===== src/rtl/pc_fetch_if.sv =====
// Fetch-control bundle between the top level / PC_LUT and pc_fetch_ctrl.
// The slave modport is the fetch controller's view.
interface pc_fetch_if #(
    parameter int D = 10,
    parameter int C = 16
);
    logic         start;
    logic         stall;
    logic         jump_en;
    logic         branch_en;
    logic         branch_cond;
    logic [3:0]   jump_idx;
    logic [D-1:0] lut_target;
    logic         halt_req;
    logic [3:0]   lut_addr;
    logic [D-1:0] prog_ctr;
    logic         fetch_valid;
    logic         done;
    logic [C-1:0] instr_count;

    modport master (
        output start, stall, jump_en, branch_en, branch_cond,
        output jump_idx, lut_target, halt_req,
        input  lut_addr, prog_ctr, fetch_valid, done, instr_count
    );

    modport slave (
        input  start, stall, jump_en, branch_en, branch_cond,
        input  jump_idx, lut_target, halt_req,
        output lut_addr, prog_ctr, fetch_valid, done, instr_count
    );
endinterface


===== src/rtl/pc_fetch_ctrl.sv =====
// Program counter and fetch control: sequential stepping, LUT-based
// redirects with a one-cycle squash bubble, and start/halt/done handshake.
module pc_fetch_ctrl #(
    parameter int D        = 10,
    parameter int START_PC = 0,
    parameter int C        = 16
) (
    input  logic      clk,
    input  logic      reset,
    pc_fetch_if.slave bus
);
    typedef enum logic [1:0] {
        IDLE,
        RUN,
        BUBBLE,
        HALTED
    } state_t;

    localparam logic [D-1:0] PC_INIT = D'(START_PC);

    state_t       state_q, state_d;
    logic [D-1:0] pc_q, pc_d;
    logic         done_q, done_d;
    logic [C-1:0] cnt_q, cnt_d;
    logic         redirect;
    logic [C-1:0] cnt_inc;

    assign redirect = bus.jump_en | (bus.branch_en & bus.branch_cond);
    // Retired-instruction counter sticks at its maximum instead of wrapping.
    assign cnt_inc  = (cnt_q == '1) ? cnt_q : cnt_q + C'(1);

    always_comb begin
        state_d = state_q;
        pc_d    = pc_q;
        done_d  = done_q;
        cnt_d   = cnt_q;
        unique case (state_q)
            IDLE, HALTED: begin
                if (bus.start) begin
                    state_d = RUN;
                    pc_d    = PC_INIT;
                    done_d  = 1'b0;
                    cnt_d   = '0;
                end
            end
            RUN: begin
                if (!bus.stall) begin
                    cnt_d = cnt_inc;
                    if (bus.halt_req) begin
                        state_d = HALTED;
                        done_d  = 1'b1;
                    end else if (redirect) begin
                        state_d = BUBBLE;
                        pc_d    = bus.lut_target;
                    end else begin
                        pc_d = pc_q + D'(1);
                    end
                end
            end
            BUBBLE: begin
                if (!bus.stall) begin
                    state_d = RUN;
                end
            end
            default: state_d = IDLE;
        endcase
    end

    always_ff @(posedge clk) begin
        if (reset) begin
            state_q <= IDLE;
            pc_q    <= PC_INIT;
            done_q  <= 1'b0;
            cnt_q   <= '0;
        end else begin
            state_q <= state_d;
            pc_q    <= pc_d;
            done_q  <= done_d;
            cnt_q   <= cnt_d;
        end
    end

    assign bus.lut_addr    = bus.jump_idx;
    assign bus.prog_ctr    = pc_q;
    assign bus.fetch_valid = (state_q == RUN);
    assign bus.done        = done_q;
    assign bus.instr_count = cnt_q;
endmodule


===== src/flat_wrapper.sv =====
// flat-port wrapper written by rule: the top's interface ports become plain ports
module pc_fetch_ctrl_flat 
#(
    parameter int D        = 10,
    parameter int START_PC = 0,
    parameter int C        = 16
)
  (clk, reset, bus_start, bus_stall, bus_jump_en, bus_branch_en, bus_branch_cond, bus_jump_idx, bus_lut_target, bus_halt_req, bus_lut_addr, bus_prog_ctr, bus_fetch_valid, bus_done, bus_instr_count);
  pc_fetch_if #(.D(D), .C(C)) bus_i ();
  input  logic clk;
  input  logic reset;
  input wire logic [$bits(bus_i.start)-1:0] bus_start;
  input wire logic [$bits(bus_i.stall)-1:0] bus_stall;
  input wire logic [$bits(bus_i.jump_en)-1:0] bus_jump_en;
  input wire logic [$bits(bus_i.branch_en)-1:0] bus_branch_en;
  input wire logic [$bits(bus_i.branch_cond)-1:0] bus_branch_cond;
  input wire logic [$bits(bus_i.jump_idx)-1:0] bus_jump_idx;
  input wire logic [$bits(bus_i.lut_target)-1:0] bus_lut_target;
  input wire logic [$bits(bus_i.halt_req)-1:0] bus_halt_req;
  output wire logic [$bits(bus_i.lut_addr)-1:0] bus_lut_addr;
  output wire logic [$bits(bus_i.prog_ctr)-1:0] bus_prog_ctr;
  output wire logic [$bits(bus_i.fetch_valid)-1:0] bus_fetch_valid;
  output wire logic [$bits(bus_i.done)-1:0] bus_done;
  output wire logic [$bits(bus_i.instr_count)-1:0] bus_instr_count;
  assign bus_i.start = bus_start;
  assign bus_i.stall = bus_stall;
  assign bus_i.jump_en = bus_jump_en;
  assign bus_i.branch_en = bus_branch_en;
  assign bus_i.branch_cond = bus_branch_cond;
  assign bus_i.jump_idx = bus_jump_idx;
  assign bus_i.lut_target = bus_lut_target;
  assign bus_i.halt_req = bus_halt_req;
  assign bus_lut_addr = bus_i.lut_addr;
  assign bus_prog_ctr = bus_i.prog_ctr;
  assign bus_fetch_valid = bus_i.fetch_valid;
  assign bus_done = bus_i.done;
  assign bus_instr_count = bus_i.instr_count;
  pc_fetch_ctrl #(.D(D), .START_PC(START_PC), .C(C)) u_core (.clk(clk), .reset(reset), .bus(bus_i));
endmodule

===== config.mk =====
export PLATFORM = sky130hd
export DESIGN_NAME = pc_fetch_ctrl_flat
export DESIGN_NICKNAME = d
export VERILOG_FILES = /design/src/rtl/pc_fetch_if.sv /design/src/rtl/pc_fetch_ctrl.sv /design/src/flat_wrapper.sv
export SDC_FILE = /design/constraint.sdc
export NUM_CORES = 1
export LEC_CHECK = 0
export CAP_MARGIN = 5
export CORE_MARGIN = 2
export CORE_UTILIZATION = 42
export DETAILED_ROUTE_END_ITERATION = 7
export PLACE_DENSITY = 0.8
export RECOVER_POWER = 25
export SLEW_MARGIN = 20
export SYNTH_ARGS = -nofsm -noshare
export SYNTH_HDL_FRONTEND = slang
export SYNTH_SLANG_ARGS = --single-unit

===== constraint.sdc =====
create_clock -name clk -period 1.9 [get_ports clk]
set_input_delay 0.57 -clock clk [delete_from_list [all_inputs] [get_ports clk]]
set_output_delay 0.57 -clock clk [all_outputs]
set_load 0.02 [all_outputs]

==> impl_metrics.csv <==
group,metric,value,unit
timing,slew_violations,0,
route,dr.pass1.iters,5,
finish,area_growth,45.2,%
synth,netlist_instances,231,
synth,yosysMostFrequentCell,"nand2_1",
synth,synth_top_area_share,32.4,%
route,drt_iter0_drc,211,
setup_path,r2r_cells,9,
floorplan,rows,23,
global_routing,grt_max_degree,18,
timing,max_slew_margin,76.0,%
clock_network,cts_root_buf,"clkbuf_8",
setup_path,crit_family,"buffers and inverters",
synth,synth_flop_cell,"dfxtp_1",
setup_path,critPathMaxStageDelay,0.62,ns
power_and_ir_drop,irDropWorstVdd,686,uV
setup_path,end_kind,"primary output",
clock_network,cts_made_buffers,5,
floorplan,initial_core_util,44.1,%
setup_path,crit_arrival,1.28,ns
synth,ys_types,53,
setup_path,path_max_fanout,4,
route,dr_total_vias,2048,
floorplan,pin_count,54,
placed_design,port_buffers,45,
outcome,outcome,"finished clean",
timing,period_share,97.5,%
route,vias_per_cell,5.77,
floorplan,dieHeight,69.3,microns
synth,ys_seq_area_share,32.4,%
power_and_ir_drop,p_per_area,906,nW/um^2
setup_path,worstPathRequired,1.33,ns
timing,fin_crit,1.85,ns
power_and_ir_drop,power,2350,uW
setup_path,critPathKind,"reg2out",
finish,nFillCells,349,
synth,synthTopCellsByCount,"33 x nand2_1, 29 x dfxtp_1, 25 x a21oi_1",
synth,async_flop_share,0,%
placed_design,hpwlAfterDp,3.69,mm
global_routing,grt_pass1_vias,1848,
timing,fmax,0.540,GHz
global_routing,antenna_found_initial,0,
route,drc_errors,0,
global_routing,grt_util_all_layers,21.0,%
timing,rsz0062_at_grt,"yes",
floorplan,die_w,69.3,microns
min_path,hp-class,"reg2reg",
power_and_ir_drop,leakagePower,0.00106,uW
min_path,min_from,"u_core.bus.instr_count[10]$_SDFFE_PP0P_",
min_path,min_path_cells,2,
clock_network,cts_tree,"done",
synth,syn_area,1790,sq um
run,drv_cap,0,
route,ant_nets,0,
route,routed_wl,5.16,mm
synth,ys_ff_latch,29,
setup_path,reg2reg_from,"u_core.state_q[1]$_SDFFE_PP0P_",
timing,worst_slew_pin_slew,0.358,ns
synth,ys_warn_count,0,
finish,final_nets,330,
setup_path,worstPathCellList,"clkdlybuf4s50_1",
clock_network,clkLatencyLatePin,0.28,ns
floorplan,core,4060,sq um
setup_path,r2r_slack,0.08,ns
global_routing,gr-total-overflow,0,
synth,synth-edff-count,0,
floorplan,dieArea,4800,sq um
timing,clock_skew,0.00499,ns
finish,diodes,0,
synth,syn_nets,257,
min_path,hold_end,"u_core.bus.instr_count[10]$_SDFFE_PP0P_",
setup_path,cpMaxStageDelayCell,"clkdlybuf4s50_1",
timing,setup-tns-final,0,ns
clock_network,cts_sinks,29,
setup_path,critPathBufInv,1,
clock_network,h-tree-depth,2,
synth,synth.largest_area_cell,"dfxtp_1",
clock_network,cts_max_path_buffers,2,
global_routing,grt_pass1_wl,8.33,mm
setup_path,path_depth,1,
setup_path,start_kind,"flip-flop",
synth,synth_area_leaders,"dfxtp_1 32%, a21oi_1 7.0%, nand2_1 6.9%",
timing,hold_viol,0,
placed_design,gp_congestion,0.949,
setup_path,reg2reg_to,"u_core.bus.instr_count[13]$_SDFFE_PP0P_",
clock_network,clk_pin_slew,0.06,ns
route,wire_per_inst,14.5,microns
timing,setup_viol,0,
finish,drive_above_1_share,21.0,%
synth,syn_area_per_cell,7.75,sq um
-- stage by stage --
step           setup WS, ns  util [%]  instances  hold slack [ns]  instance area (sq um)
5_1_grt             -0.0562      64.1        355            0.524                   2600
6_report             0.0472      64.1        355            0.504                   2600
3_5_place_dp         -0.295      60.7        345            0.491                   2460
4_1_cts             0.00208      62.3        353            0.512                   2530
2_1_floorplan        0.0565         -        231            0.467                   1790
3_3_place_gp         -0.249      60.7        345            0.484                   2460
-- worst max path at each step --
stage | to | from | slack [ns]
2_1_floorplan | u_core.bus.instr_count[3]$_SDFFE_PP0P_ | u_core.bus.instr_count[0]$_SDFFE_PP0P_ | 0.06
3_3_place_gp | u_core.bus.instr_count[9]$_SDFFE_PP0P_ | bus_start | -0.25
3_5_place_dp | u_core.bus.instr_count[9]$_SDFFE_PP0P_ | bus_start | -0.30
4_1_cts | bus_prog_ctr[0] | u_core.bus.prog_ctr[0]$_SDFFE_PP0P_ | 0.002
5_1_grt | u_core.bus.instr_count[14]$_SDFFE_PP0P_ | u_core.state_q[1]$_SDFFE_PP0P_ | -0.06
6_report | bus_instr_count[4] | u_core.bus.instr_count[4]$_SDFFE_PP0P_ | 0.05
-- cells in the final DEF (no fill, tap or decap), types with 3 or more instances in the layout --
master / n
nor3_1: 9
nand3_1: 13
a21oi_1: 25
o21ai_0: 8
nor2_1: 14
o31ai_1: 3
nand2_1: 33
dfxtp_1: 27
inv_1: 4
a32o_1: 4
clkbuf_1: 8
dlygate4sd2_1: 15
or4_1: 4
and4_1: 3
o21a_1: 4
clkbuf_8: 5
o21ai_1: 12
a31oi_1: 3
clkdlybuf4s50_1: 23
buf_4: 32
nand4_1: 5
-- state kept, by name, summed over array words and instances (netlist names) --
| signal | flops |
|---|---|
| u_core.bus.prog_ctr | 10 |
| u_core.state_q | 2 |
| u_core.bus.done | 1 |
| u_core.bus.instr_count | 16 |
-- metal layers --
metal  share of wire [%]  vias up  global-route usage (%)  wire (microns)
met5                   0        -                       0               0
met4                 1.1        0                    7.84              58
met3                 6.9        5                    5.23             355
met2                  47       82                    32.6            2400
met1                  45      958                    28.2            2340
li1                    -     1003                       -               -
-- final cells by class --
cell class	count	area, sq um	share of cell area, %
well taps	50	62.6	2.41
multi-input cells	184	1180	45.3
flip-flops and latches	29	586	22.5
repair buffers	79	672	25.8
clock buffers	8	80.1	3.08
inverters	5	21.3	0.818
-- what timing repair did --
item / CTS / global route
resized for setup: 16 / 24
hold endpoints to repair: 0 / 0
setup endpoints to repair: 16 / 31
hold buffers: 0 / 0
pin swaps: 0 / 2
setup buffers: 0 / 2
-- logic make-up after synthesis --
| kind of cell | after synthesis | share of synthesized area [%] |
|---|---|---|
| compound gates | 75 | 27.5 |
| xor+xnor | 1 | 0.489 |
| fa+ha+maj | 4 | 2.80 |
| buf+inv | 18 | 5.73 |
| flops | 29 | 32.4 |
| simple gates | 104 | 31.0 |
-- where the power goes --
group / internal, uW / leakage [uW] / switching [uW]
logic: 560 / 0.000786 / 624
registers: 648 / 0.000236 / 30.6
clock network: 260 / 0.0000395 / 232
total: 1470 / 0.00106 / 887
Note: power is estimated with default switching activity, not from simulation.
